### config.mk
export PLATFORM = sky130hd
export DESIGN_NAME = mw_trig_rx_flat
export DESIGN_NICKNAME = d
export VERILOG_FILES = /design/src/rtl/mw_trig_rx_if.sv /design/src/rtl/mw_trig_rx.sv /design/src/flat_wrapper.sv
export SDC_FILE = /design/constraint.sdc
export NUM_CORES = 1
export LEC_CHECK = 0
export ABC_AREA = 1
export CELL_PAD_IN_SITES_DETAIL_PLACEMENT = 0
export CELL_PAD_IN_SITES_GLOBAL_PLACEMENT = 1
export CORE_ASPECT_RATIO = 1.5
export CORE_MARGIN = 2
export CORE_UTILIZATION = 40
export CTS_CLUSTER_SIZE = 12
export DETAILED_ROUTE_END_ITERATION = 10
export PLACE_DENSITY = 0.79
export SLEW_MARGIN = 20
export SYNTH_ARGS = -nofsm -noshare
export SYNTH_HDL_FRONTEND = slang
export SYNTH_SLANG_ARGS = --single-unit
### constraint.sdc
create_clock -name adc_clk_i -period 2.77 [get_ports adc_clk_i]
set_clock_uncertainty 0.05 [all_clocks]
set_input_delay 0.554 -clock adc_clk_i [delete_from_list [all_inputs] [get_ports adc_clk_i]]
set_output_delay 0.554 -clock adc_clk_i [all_outputs]
set_load 0.02 [all_outputs]
### src/rtl/mw_trig_rx_if.sv
// ---------------------------------------------------------------------------
// mw_trig_rx_if
//   System-bus register interface used by the microwave step-trigger
//   receiver. Groups the address/data/strobe signals of the standard
//   register bus so that the receiver and its bus master share one bundle.
//
//   Signals:
//     sys_addr  [31:0]  bus address (master -> slave)
//     sys_wdata [31:0]  write data (master -> slave)
//     sys_sel   [3:0]   byte select (master -> slave, ignored by the slave)
//     sys_wen           write enable (master -> slave)
//     sys_ren           read enable (master -> slave)
//     sys_rdata [31:0]  read data (slave -> master)
//     sys_ack           acknowledge (slave -> master)
//
//   Modports: master (bus driver), slave (register block).
// ---------------------------------------------------------------------------
interface mw_trig_rx_if;
    logic [31:0] sys_addr;
    logic [31:0] sys_wdata;
    logic [3:0]  sys_sel;
    logic        sys_wen;
    logic        sys_ren;
    logic [31:0] sys_rdata;
    logic        sys_ack;

    modport master (
        output sys_addr, sys_wdata, sys_sel, sys_wen, sys_ren,
        input  sys_rdata, sys_ack
    );

    modport slave (
        input  sys_addr, sys_wdata, sys_sel, sys_wen, sys_ren,
        output sys_rdata, sys_ack
    );
endinterface

### src/rtl/mw_trig_rx.sv
// ---------------------------------------------------------------------------
// mw_trig_rx
//   Receiver for the idle-high, low-going microwave step-trigger pulse.
//   The trigger line is synchronised into the ADC clock domain, each low
//   pulse is measured and checked against programmable minimum and maximum
//   widths, and every accepted pulse produces a one-cycle step strobe and
//   advances the step index. Configuration and event counters sit on the
//   system-bus register interface.
//
//   Parameters:
//     MAX_LEN_RST      reset value of the maximum pulse width register
//
//   Optional feature macro:
//     MW_TRIG_RX_PERIOD_EN  when defined, builds a period counter that
//                           reports the cycle distance between consecutive
//                           accepted pulses at offset 0x28; otherwise 0x28
//                           reads 0.
//
//   Ports:
//     adc_clk_i        ADC clock (only clock)
//     adc_rstn_i       asynchronous active-low reset
//     trig_i           external trigger, asynchronous, idle high
//     step_o           one-cycle strobe per accepted pulse
//     step_idx_o[31:0] accepted-step count
//     done_o           step limit reached
//     sys_bus          register bus (slave modport)
// ---------------------------------------------------------------------------
module mw_trig_rx #(
    parameter logic [31:0] MAX_LEN_RST = 32'd125000
) (
    input  logic        adc_clk_i,
    input  logic        adc_rstn_i,
    input  logic        trig_i,
    output logic        step_o,
    output logic [31:0] step_idx_o,
    output logic        done_o,
    mw_trig_rx_if.slave sys_bus
);

    typedef enum logic [1:0] {
        ST_IDLE  = 2'd0,
        ST_LOW   = 2'd1,
        ST_STUCK = 2'd2
    } state_t;

    function automatic logic [31:0] sat_inc(input logic [31:0] value);
        return (value == 32'hFFFF_FFFF) ? value : value + 32'd1;
    endfunction

    logic        r_sync1;
    logic        r_sync2;
    state_t      r_state;
    state_t      w_next_state;
    logic [31:0] r_low_cnt;

    logic        r_enable;
    logic [31:0] r_min_len;
    logic [31:0] r_max_len;
    logic [31:0] r_steps_max;

    logic [31:0] r_step_idx;
    logic [31:0] r_last_len;
    logic [31:0] r_glitch_cnt;
    logic [31:0] r_long_cnt;
    logic [31:0] r_ovr_cnt;
    logic        r_step;

    logic [31:0] r_rdata;
    logic        r_ack;

    logic [19:0] w_off;
    logic        w_clear;
    logic [31:0] w_min_eff;
    logic        w_done;
    logic        w_too_long;
    logic        w_start;
    logic        w_accept;
    logic        w_ovr;
    logic        w_glitch;
    logic        w_long;
    logic [31:0] w_last_period;
    logic [31:0] w_rdata;
    logic        w_unused_bus;

    assign w_off        = sys_bus.sys_addr[19:0];
    assign w_unused_bus = ^{sys_bus.sys_sel, sys_bus.sys_addr[31:20]};

    // Clear acts on the same edge that samples the write, so it needs no
    // storage and automatically reads back as 0.
    assign w_clear    = sys_bus.sys_wen && (w_off == 20'h00000) && sys_bus.sys_wdata[1];
    assign w_min_eff  = (r_min_len == 32'd0) ? 32'd1 : r_min_len;
    assign w_done     = (r_steps_max != 32'd0) && (r_step_idx == r_steps_max);
    assign w_too_long = (r_max_len != 32'd0) && (r_low_cnt >= r_max_len);

    // Two-flop synchroniser, idle-high so reset does not look like a pulse.
    always_ff @(posedge adc_clk_i or negedge adc_rstn_i) begin
        if (!adc_rstn_i) begin
            r_sync1 <= 1'b1;
            r_sync2 <= 1'b1;
        end else begin
            r_sync1 <= trig_i;
            r_sync2 <= r_sync1;
        end
    end

    // FSM state register.
    always_ff @(posedge adc_clk_i or negedge adc_rstn_i) begin
        if (!adc_rstn_i) begin
            r_state <= ST_IDLE;
        end else begin
            r_state <= w_next_state;
        end
    end

    // Next-state logic. Clear and a disabled receiver both force IDLE,
    // which discards any pulse in progress. The maximum-width check is
    // evaluated before the release, so a pulse reaching the limit is long
    // even if it ends in that very cycle.
    always_comb begin
        w_next_state = r_state;
        if (w_clear || !r_enable) begin
            w_next_state = ST_IDLE;
        end else begin
            case (r_state)
                ST_IDLE:  if (!r_sync2) w_next_state = ST_LOW;
                ST_LOW: begin
                    if (w_too_long)   w_next_state = ST_STUCK;
                    else if (r_sync2) w_next_state = ST_IDLE;
                end
                ST_STUCK: if (r_sync2) w_next_state = ST_IDLE;
                default:  w_next_state = ST_IDLE;
            endcase
        end
    end

    // Event decode. Events are suppressed while disabled or clearing so
    // that clear always wins over an increment in the same cycle.
    always_comb begin
        w_start  = 1'b0;
        w_accept = 1'b0;
        w_ovr    = 1'b0;
        w_glitch = 1'b0;
        w_long   = 1'b0;
        if (r_enable && !w_clear) begin
            case (r_state)
                ST_IDLE: w_start = !r_sync2;
                ST_LOW: begin
                    if (w_too_long) begin
                        w_long = 1'b1;
                    end else if (r_sync2) begin
                        if (r_low_cnt >= w_min_eff) begin
                            w_ovr    = w_done;
                            w_accept = !w_done;
                        end else begin
                            w_glitch = 1'b1;
                        end
                    end
                end
                default: ;
            endcase
        end
    end

    // Pulse width counter: 1 on the first low cycle, so the value at the
    // release equals the number of low cycles seen.
    always_ff @(posedge adc_clk_i or negedge adc_rstn_i) begin
        if (!adc_rstn_i) begin
            r_low_cnt <= 32'd0;
        end else if (w_start) begin
            r_low_cnt <= 32'd1;
        end else if ((r_state == ST_LOW) && !r_sync2) begin
            r_low_cnt <= sat_inc(r_low_cnt);
        end
    end

    // Step outputs and event counters.
    always_ff @(posedge adc_clk_i or negedge adc_rstn_i) begin
        if (!adc_rstn_i) begin
            r_step       <= 1'b0;
            r_step_idx   <= 32'd0;
            r_last_len   <= 32'd0;
            r_glitch_cnt <= 32'd0;
            r_long_cnt   <= 32'd0;
            r_ovr_cnt    <= 32'd0;
        end else if (w_clear) begin
            r_step       <= 1'b0;
            r_step_idx   <= 32'd0;
            r_last_len   <= 32'd0;
            r_glitch_cnt <= 32'd0;
            r_long_cnt   <= 32'd0;
            r_ovr_cnt    <= 32'd0;
        end else begin
            r_step <= w_accept;
            if (w_accept) begin
                r_step_idx <= sat_inc(r_step_idx);
                r_last_len <= r_low_cnt;
            end
            if (w_glitch) r_glitch_cnt <= sat_inc(r_glitch_cnt);
            if (w_long)   r_long_cnt   <= sat_inc(r_long_cnt);
            if (w_ovr)    r_ovr_cnt    <= sat_inc(r_ovr_cnt);
        end
    end

`ifdef MW_TRIG_RX_PERIOD_EN
    logic [31:0] r_period_cnt;
    logic [31:0] r_last_period;
    logic        r_period_armed;

    // The counter restarts at 1 on an acceptance so that on the next one it
    // holds exactly the edge-to-edge distance. Nothing is latched until a
    // first pulse has armed the measurement.
    always_ff @(posedge adc_clk_i or negedge adc_rstn_i) begin
        if (!adc_rstn_i) begin
            r_period_cnt   <= 32'd0;
            r_last_period  <= 32'd0;
            r_period_armed <= 1'b0;
        end else if (w_clear) begin
            r_period_cnt   <= 32'd0;
            r_last_period  <= 32'd0;
            r_period_armed <= 1'b0;
        end else if (w_accept) begin
            r_period_cnt   <= 32'd1;
            r_period_armed <= 1'b1;
            if (r_period_armed) r_last_period <= r_period_cnt;
        end else begin
            r_period_cnt <= sat_inc(r_period_cnt);
        end
    end

    assign w_last_period = r_last_period;
`else
    assign w_last_period = 32'd0;
`endif

    // Configuration registers; a write is visible from the next cycle.
    always_ff @(posedge adc_clk_i or negedge adc_rstn_i) begin
        if (!adc_rstn_i) begin
            r_enable    <= 1'b0;
            r_min_len   <= 32'd1250;
            r_max_len   <= MAX_LEN_RST;
            r_steps_max <= 32'd100;
        end else if (sys_bus.sys_wen) begin
            case (w_off)
                20'h00000: r_enable    <= sys_bus.sys_wdata[0];
                20'h00008: r_min_len   <= sys_bus.sys_wdata;
                20'h0000C: r_max_len   <= sys_bus.sys_wdata;
                20'h00010: r_steps_max <= sys_bus.sys_wdata;
                default: ;
            endcase
        end
    end

    // Read mux.
    always_comb begin
        w_rdata = 32'd0;
        case (w_off)
            20'h00000: w_rdata = {31'd0, r_enable};
            20'h00004: w_rdata = {28'd0, w_done, (r_state == ST_STUCK),
                                  (r_state == ST_LOW), r_sync2};
            20'h00008: w_rdata = r_min_len;
            20'h0000C: w_rdata = r_max_len;
            20'h00010: w_rdata = r_steps_max;
            20'h00014: w_rdata = r_step_idx;
            20'h00018: w_rdata = r_last_len;
            20'h0001C: w_rdata = r_glitch_cnt;
            20'h00020: w_rdata = r_long_cnt;
            20'h00024: w_rdata = r_ovr_cnt;
            20'h00028: w_rdata = w_last_period;
            default:   w_rdata = 32'd0;
        endcase
    end

    // Bus response, one cycle after the request.
    always_ff @(posedge adc_clk_i or negedge adc_rstn_i) begin
        if (!adc_rstn_i) begin
            r_ack   <= 1'b0;
            r_rdata <= 32'd0;
        end else begin
            r_ack   <= sys_bus.sys_wen | sys_bus.sys_ren;
            r_rdata <= sys_bus.sys_ren ? w_rdata : 32'd0;
        end
    end

    assign step_o            = r_step;
    assign step_idx_o        = r_step_idx;
    assign done_o            = w_done;
    assign sys_bus.sys_rdata = r_rdata;
    assign sys_bus.sys_ack   = r_ack;

endmodule

### src/flat_wrapper.sv
// flat-port wrapper written by rule: the top's interface ports become plain ports
module mw_trig_rx_flat 
#(
    parameter logic [31:0] MAX_LEN_RST = 32'd125000
)
  (adc_clk_i, adc_rstn_i, trig_i, step_o, step_idx_o, done_o, sys_bus_sys_addr, sys_bus_sys_wdata, sys_bus_sys_sel, sys_bus_sys_wen, sys_bus_sys_ren, sys_bus_sys_rdata, sys_bus_sys_ack);
  mw_trig_rx_if sys_bus_i ();
  input  logic adc_clk_i;
  input  logic adc_rstn_i;
  input  logic trig_i;
  output logic step_o;
  output logic [31:0] step_idx_o;
  output logic done_o;
  input wire logic [$bits(sys_bus_i.sys_addr)-1:0] sys_bus_sys_addr;
  input wire logic [$bits(sys_bus_i.sys_wdata)-1:0] sys_bus_sys_wdata;
  input wire logic [$bits(sys_bus_i.sys_sel)-1:0] sys_bus_sys_sel;
  input wire logic [$bits(sys_bus_i.sys_wen)-1:0] sys_bus_sys_wen;
  input wire logic [$bits(sys_bus_i.sys_ren)-1:0] sys_bus_sys_ren;
  output wire logic [$bits(sys_bus_i.sys_rdata)-1:0] sys_bus_sys_rdata;
  output wire logic [$bits(sys_bus_i.sys_ack)-1:0] sys_bus_sys_ack;
  assign sys_bus_i.sys_addr = sys_bus_sys_addr;
  assign sys_bus_i.sys_wdata = sys_bus_sys_wdata;
  assign sys_bus_i.sys_sel = sys_bus_sys_sel;
  assign sys_bus_i.sys_wen = sys_bus_sys_wen;
  assign sys_bus_i.sys_ren = sys_bus_sys_ren;
  assign sys_bus_sys_rdata = sys_bus_i.sys_rdata;
  assign sys_bus_sys_ack = sys_bus_i.sys_ack;
  mw_trig_rx #(.MAX_LEN_RST(MAX_LEN_RST)) u_core (.adc_clk_i(adc_clk_i), .adc_rstn_i(adc_rstn_i), .trig_i(trig_i), .step_o(step_o), .step_idx_o(step_idx_o), .done_o(done_o), .sys_bus(sys_bus_i));
endmodule
; ---- After elaboration in Yosys (flattened, before gate mapping)
; Index checks and enable logic that the tools add are counted.
[classes]
n_reduce_logical = 30
add_sub_neg = 5
bitwise = 1
eq_ne = 23
n_lt_le_gt_ge = 2
n_mux = 46
[op_table]
columns = op, n
row1 = two-way mux 32 bit, 19
row2 = one-hot mux 32 bit (10 select lines), 1
row3 = "adder 32 x 1 -> 32 bit, second input constant", 5
row4 = "equality test 32 bit, second input constant", 5
row5 = "equality test 20 x 5 -> 1 bit, second input constant", 4
row6 = greater-or-equal comparator 32 bit, 2
row7 = nonzero test 32 bit, 2
row8 = "equality test 20 x 4 -> 1 bit, second input constant", 2
row9 = "equality test 20 x 6 -> 1 bit, second input constant", 2
row10 = equality test 32 bit, 1
row11 = logical NOT 32 bit, 1
row12 = two-way mux 1 bit, 21
row13 = "equality test 20 x 3 -> 1 bit, second input constant", 1
row14 = logical NOT 20 bit, 1
row15 = AND reduction 2 bit, 9
row16 = "!= test 2 x 1 -> 1 bit, second input constant", 5
row17 = nonzero test 2 bit, 5
row18 = two-way mux 2 bit, 4
row19 = logical AND 1 bit, 6
row20 = one-hot mux 2 bit (3 select lines), 1
row21 = logical NOT 1 bit, 4
row22 = "!= test 3 bit, second input constant", 1
row23 = "equality test 2 x 1 -> 1 bit, second input constant", 1
row24 = "equality test 2 bit, second input constant", 1
row25 = 3 further kinds, 3
[word_totals]
inputBits = 73
reg_bits = 327
elab_cells = 123
output_inout_bits = 67

; ---- Longest topological paths before layout
[depth]
word_depth = 10
ltp_mapped = 23
ltp_nobuf = 22

; ---- Worst setup path before layout
; No wires, ideal clock.
[synth_path]
path_kind = flip-flop to flip-flop
start = register u_core.r_min_len[11]
end = register u_core.r_glitch_cnt[27]
setup_time_ps = 95
stages_incl_launch_ff = 19
t_required_ps = 2625
synth_period_minus_slack_ps = 2640
path_slack_ps = 130
n_path_buf = 2
arrival_ps = 2494
path_cell_list = dfrtp_1 -> nor4_1 -> nand4_1 -> o21ai_0 -> ha_1 -> nand2_1 -> nor2_1 -> and2_1 -> nor2_1 -> nand2_1 -> nand2_1 -> nand2_1 -> nand2_1 -> nand2_1 -> inv_1 -> nand3_2 -> buf_2 -> buf_2 -> o31ai_1
[synth_between]
elab_chain_len = 10
[synth_rtl]
columns = item, line
row1 = "start, declared", mw_trig_rx.sv:57  ; logic [31:0] r_min_len;
row2 = "start signal, assigned", mw_trig_rx.sv:245  ; 20'h00008: r_min_len <= sys_bus.sys_wdata;
row3 = logical NOT 32 bit, mw_trig_rx.sv:91  ; assign w_min_eff = (r_min_len == 32'd0) ? 32'd1 : r_min_len;
row4 = two-way mux 32 bit *, mw_trig_rx.sv:91
row5 = greater-or-equal comparator 32 bit *, mw_trig_rx.sv:151  ; if (r_low_cnt >= w_min_eff) begin
row6 = two-way mux 1 bit *, mw_trig_rx.sv:151
row7 = two-way mux 1 bit *, mw_trig_rx.sv:150  ; end else if (r_sync2) begin
row8 = two-way mux 1 bit *, mw_trig_rx.sv:148  ; if (w_too_long) begin
row9 = two-way mux 1 bit *, mw_trig_rx.sv:145  ; case (r_state)
row10 = two-way mux 1 bit *, mw_trig_rx.sv:144  ; if (r_enable && !w_clear) begin
row11 = nonzero test 2 bit (no line) *, --
row12 = AND reduction 2 bit (no line) *, --
row13 = "end signal, assigned", mw_trig_rx.sv:198  ; if (w_glitch) r_glitch_cnt <= sat_inc(r_glitch_cnt);
row14 = "end, declared", mw_trig_rx.sv:63  ; logic [31:0] r_glitch_cnt;
; Mark *: on every way between the ends. The rest lies on a longest branch, timed or not.
; A chain may end at the register's enable or synchronous reset.

; ---- Worst setup path in the final report
[layout_path]
start = register u_core.r_min_len[20]
end = register u_core.r_glitch_cnt[2]
; Same word-level chain as after synthesis.

==> tab_implementation.tex <==
\begin{tabular}{lr}
\hline
Metric & Value \\
\hline
\multicolumn{2}{l}{\textbf{Critical path}} \\
\quad Type of destination of the critical path & flip-flop \\
\quad Critical path launch point & u\_core.r\_min\_len[20] \\
\quad Capture point of the critical path & u\_core.r\_glitch\_cnt[2] \\
\quad Largest fanout on the critical path & 8 \\
\quad Critical Setup Path Class & reg2reg \\
\quad Worst-path cell with the longest stage delay & dfrtp\_1 \\
\quad Crit path DAT & 3.46 ns \\
\quad Worst path cell trace & nor4\_2 -> buf\_4 -> nand4\_1 -> buf\_6 -> o21ai\_2 -> ha\_1 -> nand2\_1 -> nor2\_1 -> and2\_1 -> nor2\_1 -> nand2\_1 -> nand2\_1 -> nand2\_1 -> nand2\_1 -> nand2\_2 -> inv\_2 -> nand3\_4 -> buf\_6 -> nand2\_8 -> buf\_12 -> nand3\_2 -> o21ai\_1 \\
\quad Worst r2r path cells & 22 \\
\quad CP Data Required Time & 3.21 ns \\
\quad Cell count along the critical path & 22 \\
\quad Family with the most delay on the worst path & simple AND/OR/NAND/NOR gates \\
\quad Startpoint of the worst register-to-register path & u\_core.r\_min\_len[20] \\
\quad Critical path buffer and inverter count & 5 \\
\quad Internal reg-to-reg setup slack & -0.25 ns \\
\quad Cell occurring most often along the worst timing path & nand2\_1 \\
\quad Worst setup SP type & flip-flop \\
\quad Slowest cell delay on critical path & 0.39 ns \\
\quad Terminus of the critical flop-to-flop path & u\_core.r\_glitch\_cnt[2] \\
\multicolumn{2}{l}{\textbf{Synthesis}} \\
\quad Distinct cells, synth & 54 \\
\quad Predominant post-synthesis flop cell & dfrtp\_1 \\
\quad Net Count, Synth & 3003 \\
\quad FF+latch count, synth & 327 \\
\quad Total number of yosys warnings & 0 \\
\quad Cells after Synth & 2861 \\
\quad Number of enable-type register cells in the synthesized netlist & 0 \\
\quad Synth Cell Area & 20700 um\^{}2 \\
\quad Async set-reset flop share out of synthesis & 1.00 \\
\quad Syn avg cell area & 7.22 um\^{}2 \\
\quad Proportion of synthesized chip area in sequential cells & 0.397 \\
\multicolumn{2}{l}{\textbf{Global route}} \\
\quad Total track usage & 0.355 \\
\quad Total overflow reported by the global router & 0 \\
\quad First-pass GRT wire length & 139000 um \\
\quad Number of antenna violations at the first check in global routing & 1 \\
\quad Maximum number of pins on one net before global-route repair & 68 \\
\quad Number of global-route vias before repair & 21690 \\
\multicolumn{2}{l}{\textbf{Clock network}} \\
\quad H-tree level count & 2 \\
\quad Total CTS buffers & 38 \\
\quad Clock tree from TritonCTS & yes \\
\quad Clock-pin slew on the worst setup and hold paths & 0.06 ns \\
\quad Clock tree root driver cell & clkbuf\_16 \\
\quad Clock network latency to the later pin of the worst-skew pair & 0.59 ns \\
\quad Maximum count of clock buffers along a single path & 3 \\
\quad Clock tree sinks & 327 \\
\multicolumn{2}{l}{\textbf{Finish}} \\
\quad Most common library cell in the layout ignoring fill and taps & nand2\_1 \\
\quad Number of inserted diodes & 0 \\
\quad Layout cell share with drive strength beyond 1 & 0.188 \\
\quad P\&R area growth vs syn & 33.4\% \\
\quad Final layout net count & 3404 \\
\quad Most frequent cells in the layout & nand2\_1, nor2\_1, inv\_1 \\
\multicolumn{2}{l}{\textbf{Outcome}} \\
\quad Violations in the final reports & negative setup slack \\
\quad Run status & finished with violations \\
\multicolumn{2}{l}{\textbf{Worst hold path}} \\
\quad Min-Delay Path Class & reg2reg \\
\multicolumn{2}{l}{\textbf{Detailed routing}} \\
\quad Total via count in the routed design & 22164 \\
\quad Met1 wire length & 35200 um \\
\quad Antenna Nets Post-Route & 0 \\
\quad Max layer used & met5 \\
\quad Met2 wire length & 45700 um \\
\quad DRC violations left & 0 \\
\quad Routed WL & 95500 um \\
\quad Vias per Instance & 5.59 \\
\quad Avg WL per Cell & 24.1 um \\
\quad Length of routed met3 wiring & 5920 um \\
\quad Iteration count of the initial detailed-routing pass & 8 \\
\quad Detailed router's first-iteration violation count & 1800 \\
\multicolumn{2}{l}{\textbf{Power and ir drop}} \\
\quad Leakage power summed over all cells & 13.3 nW \\
\quad Design Power & 0.0106 W \\
\quad Peak VDD IR & 0.000479 V \\
\quad Cell area power density & 383 nW/um\^{}2 \\
\multicolumn{2}{l}{\textbf{STA}} \\
\quad Final-report setup violation count & 134 \\
\quad Ratio of final minimum period to clock period & 1.09 \\
\quad Min setup slack post-route & -0.247 ns \\
\quad Setup repair after global routing missed its margin & yes \\
\quad Worst rel slew slack & 0.480 \\
\quad Max Slew Vio Count & 0 \\
\quad Total count of hold-check failures in the final report & 0 \\
\quad Minimum clock period after layout & 3.02 ns \\
\quad Slew of the pin with the lowest slew margin & 0.780 ns \\
\quad Maximum operating frequency & 0.331 GHz \\
\multicolumn{2}{l}{\textbf{Placed design}} \\
\quad PortBufs & 123 \\
\quad Placement Setup Slack & -0.401 ns \\
\quad HPWL after detailed placement & 74300 um \\
\quad Gpl congestion & 1.04 \\
\multicolumn{2}{l}{\textbf{Die}} \\
\quad DIE WIDTH & 190 um \\
\quad CORE AREA & 51300 um\^{}2 \\
\quad Top-Level Pins & 140 \\
\quad Effective utilization at floorplan & 0.403 \\
\quad Number of rows created at floorplan & 102 \\
\quad Die Footprint & 53500 um\^{}2 \\
\quad Chip Height & 282 um \\
\multicolumn{2}{l}{\textbf{Run}} \\
\quad Count of maximum capacitance violations & 0 \\
\hline
\end{tabular}
==> logic make-up (layout without fill, tap and decap cells) <==
logic type,Yosys count,after routing,synth area share
adders and majority gates,69,69,0.0418
and+or+nand+nor,1488,1489,0.312
DFF,327,327,0.397
buffers and inverters,467,897,0.0905
xor gates and xnor gates,105,105,0.0445
AOI/OAI and AO/OA,405,405,0.114
==> flip-flops by register name, indices dropped and copies added, names as in the netlist, 2 cells and up <==
register / cells
u_core.r_ovr_cnt: 32
u_core.sys_bus.sys_rdata: 32
u_core.r_last_len: 32
u_core.r_max_len: 32
u_core.r_state: 2
u_core.r_glitch_cnt: 32
u_core.r_min_len: 32
u_core.r_long_cnt: 32
u_core.r_low_cnt: 32
u_core.step_idx_o: 32
u_core.r_steps_max: 32
==> worst min-delay path by stage <==
stage                         startpoint         endpoint  slack (ns)  cells past startpoint
after floorplan               adc_rstn_i  u_core.r_enable        0.21                      0
after global placement    u_core.r_sync1   u_core.r_sync2        0.30                      0
after detailed placement  u_core.r_sync1   u_core.r_sync2        0.30                      0
after CTS                 u_core.r_sync1   u_core.r_sync2        0.31                      0
after global routing      u_core.r_sync1   u_core.r_sync2        0.31                      0
final                     u_core.r_sync1   u_core.r_sync2        0.31                      0
==> metrics by stage <==
stage,hold WS [ns],cells,area [um^2],setup TNS (ns),util
after floorplan,0.208,2861,20700,0,-
after global placement,0.301,3870,25000,-34.20,0.486
after detailed placement,0.299,3870,25000,-36.53,0.486
after CTS,0.307,3963,27100,-18.93,0.528
after global routing,0.310,3968,27600,-52.68,0.537
final,0.307,3968,27600,-21.28,0.537
==> cell usage after synthesis, types with 3 or more instances <==
library cell    n  share of area
nand2_1       724           0.13
dfstp_2        17          0.022
nand2_2         9         0.0027
inv_2           7         0.0013
nand3_1       111          0.027
o22ai_2        20          0.012
dfrtp_1       310           0.38
ha_1           69          0.042
or2_2           5         0.0015
buf_4           6         0.0022
nand3_2         3         0.0015
nand4_1        82          0.025
a21oi_1        49          0.012
o21a_1          4         0.0015
clkbuf_1       41         0.0074
buf_2          40         0.0097
xor2_1         74          0.031
a31oi_1         5         0.0015
clkinv_1        3        0.00054
nor3_2          3         0.0015
nor3_1         99          0.024
xnor2_1        31          0.013
o21ai_1         5         0.0012
o22ai_1        67          0.020
o31ai_1        13         0.0047
nor4_1         67          0.020
clkbuf_2        3        0.00073
nor2_1        358          0.065
nand3b_1        4         0.0015
buf_6           5         0.0027
inv_1         351          0.064
buf_1          10         0.0018
nor2_2          6         0.0018
o21ai_0       226          0.055
o2111ai_1       8         0.0034
nor2_4          4         0.0022
==> layer usage <==
metal | vias to the layer above | GRT usage
met2 | 998 | 0.600
met1 | 10701 | 0.409
met5 | - | 0
met4 | 2 | 0.270
li1 | 10186 | -
met3 | 277 | 0.0479
==> where the power goes <==
group          leakage (nW)  internal [W]  switching, W
clock network         0.650       0.00323       0.00227
logic                  8.70     0.0000959      0.000171
registers              4.00       0.00478    0.00000219
total                  13.3       0.00811       0.00245
==> final cells by class <==
type | instances | area (um^2)
inverter | 362 | 1370
multi-input combinational | 2068 | 11300
timing repair inverter | 1 | 7.51
clock buffer | 54 | 1090
tap | 676 | 846
timing repair buffer | 464 | 4530
sequential | 327 | 8200
fill | 4991 | 23700
clock inverter | 16 | 230
==> repair_timing <==
item,CTS,global route
pin swaps,14,15
setup buffers,10,3
endpoints found under the hold margin,43,0
hold buffers,1,0
gates resized for setup,135,93
gates cloned,13,5
setup endpoints to repair,130,158
No activity file was read; power rests on OpenSTA's default activity.
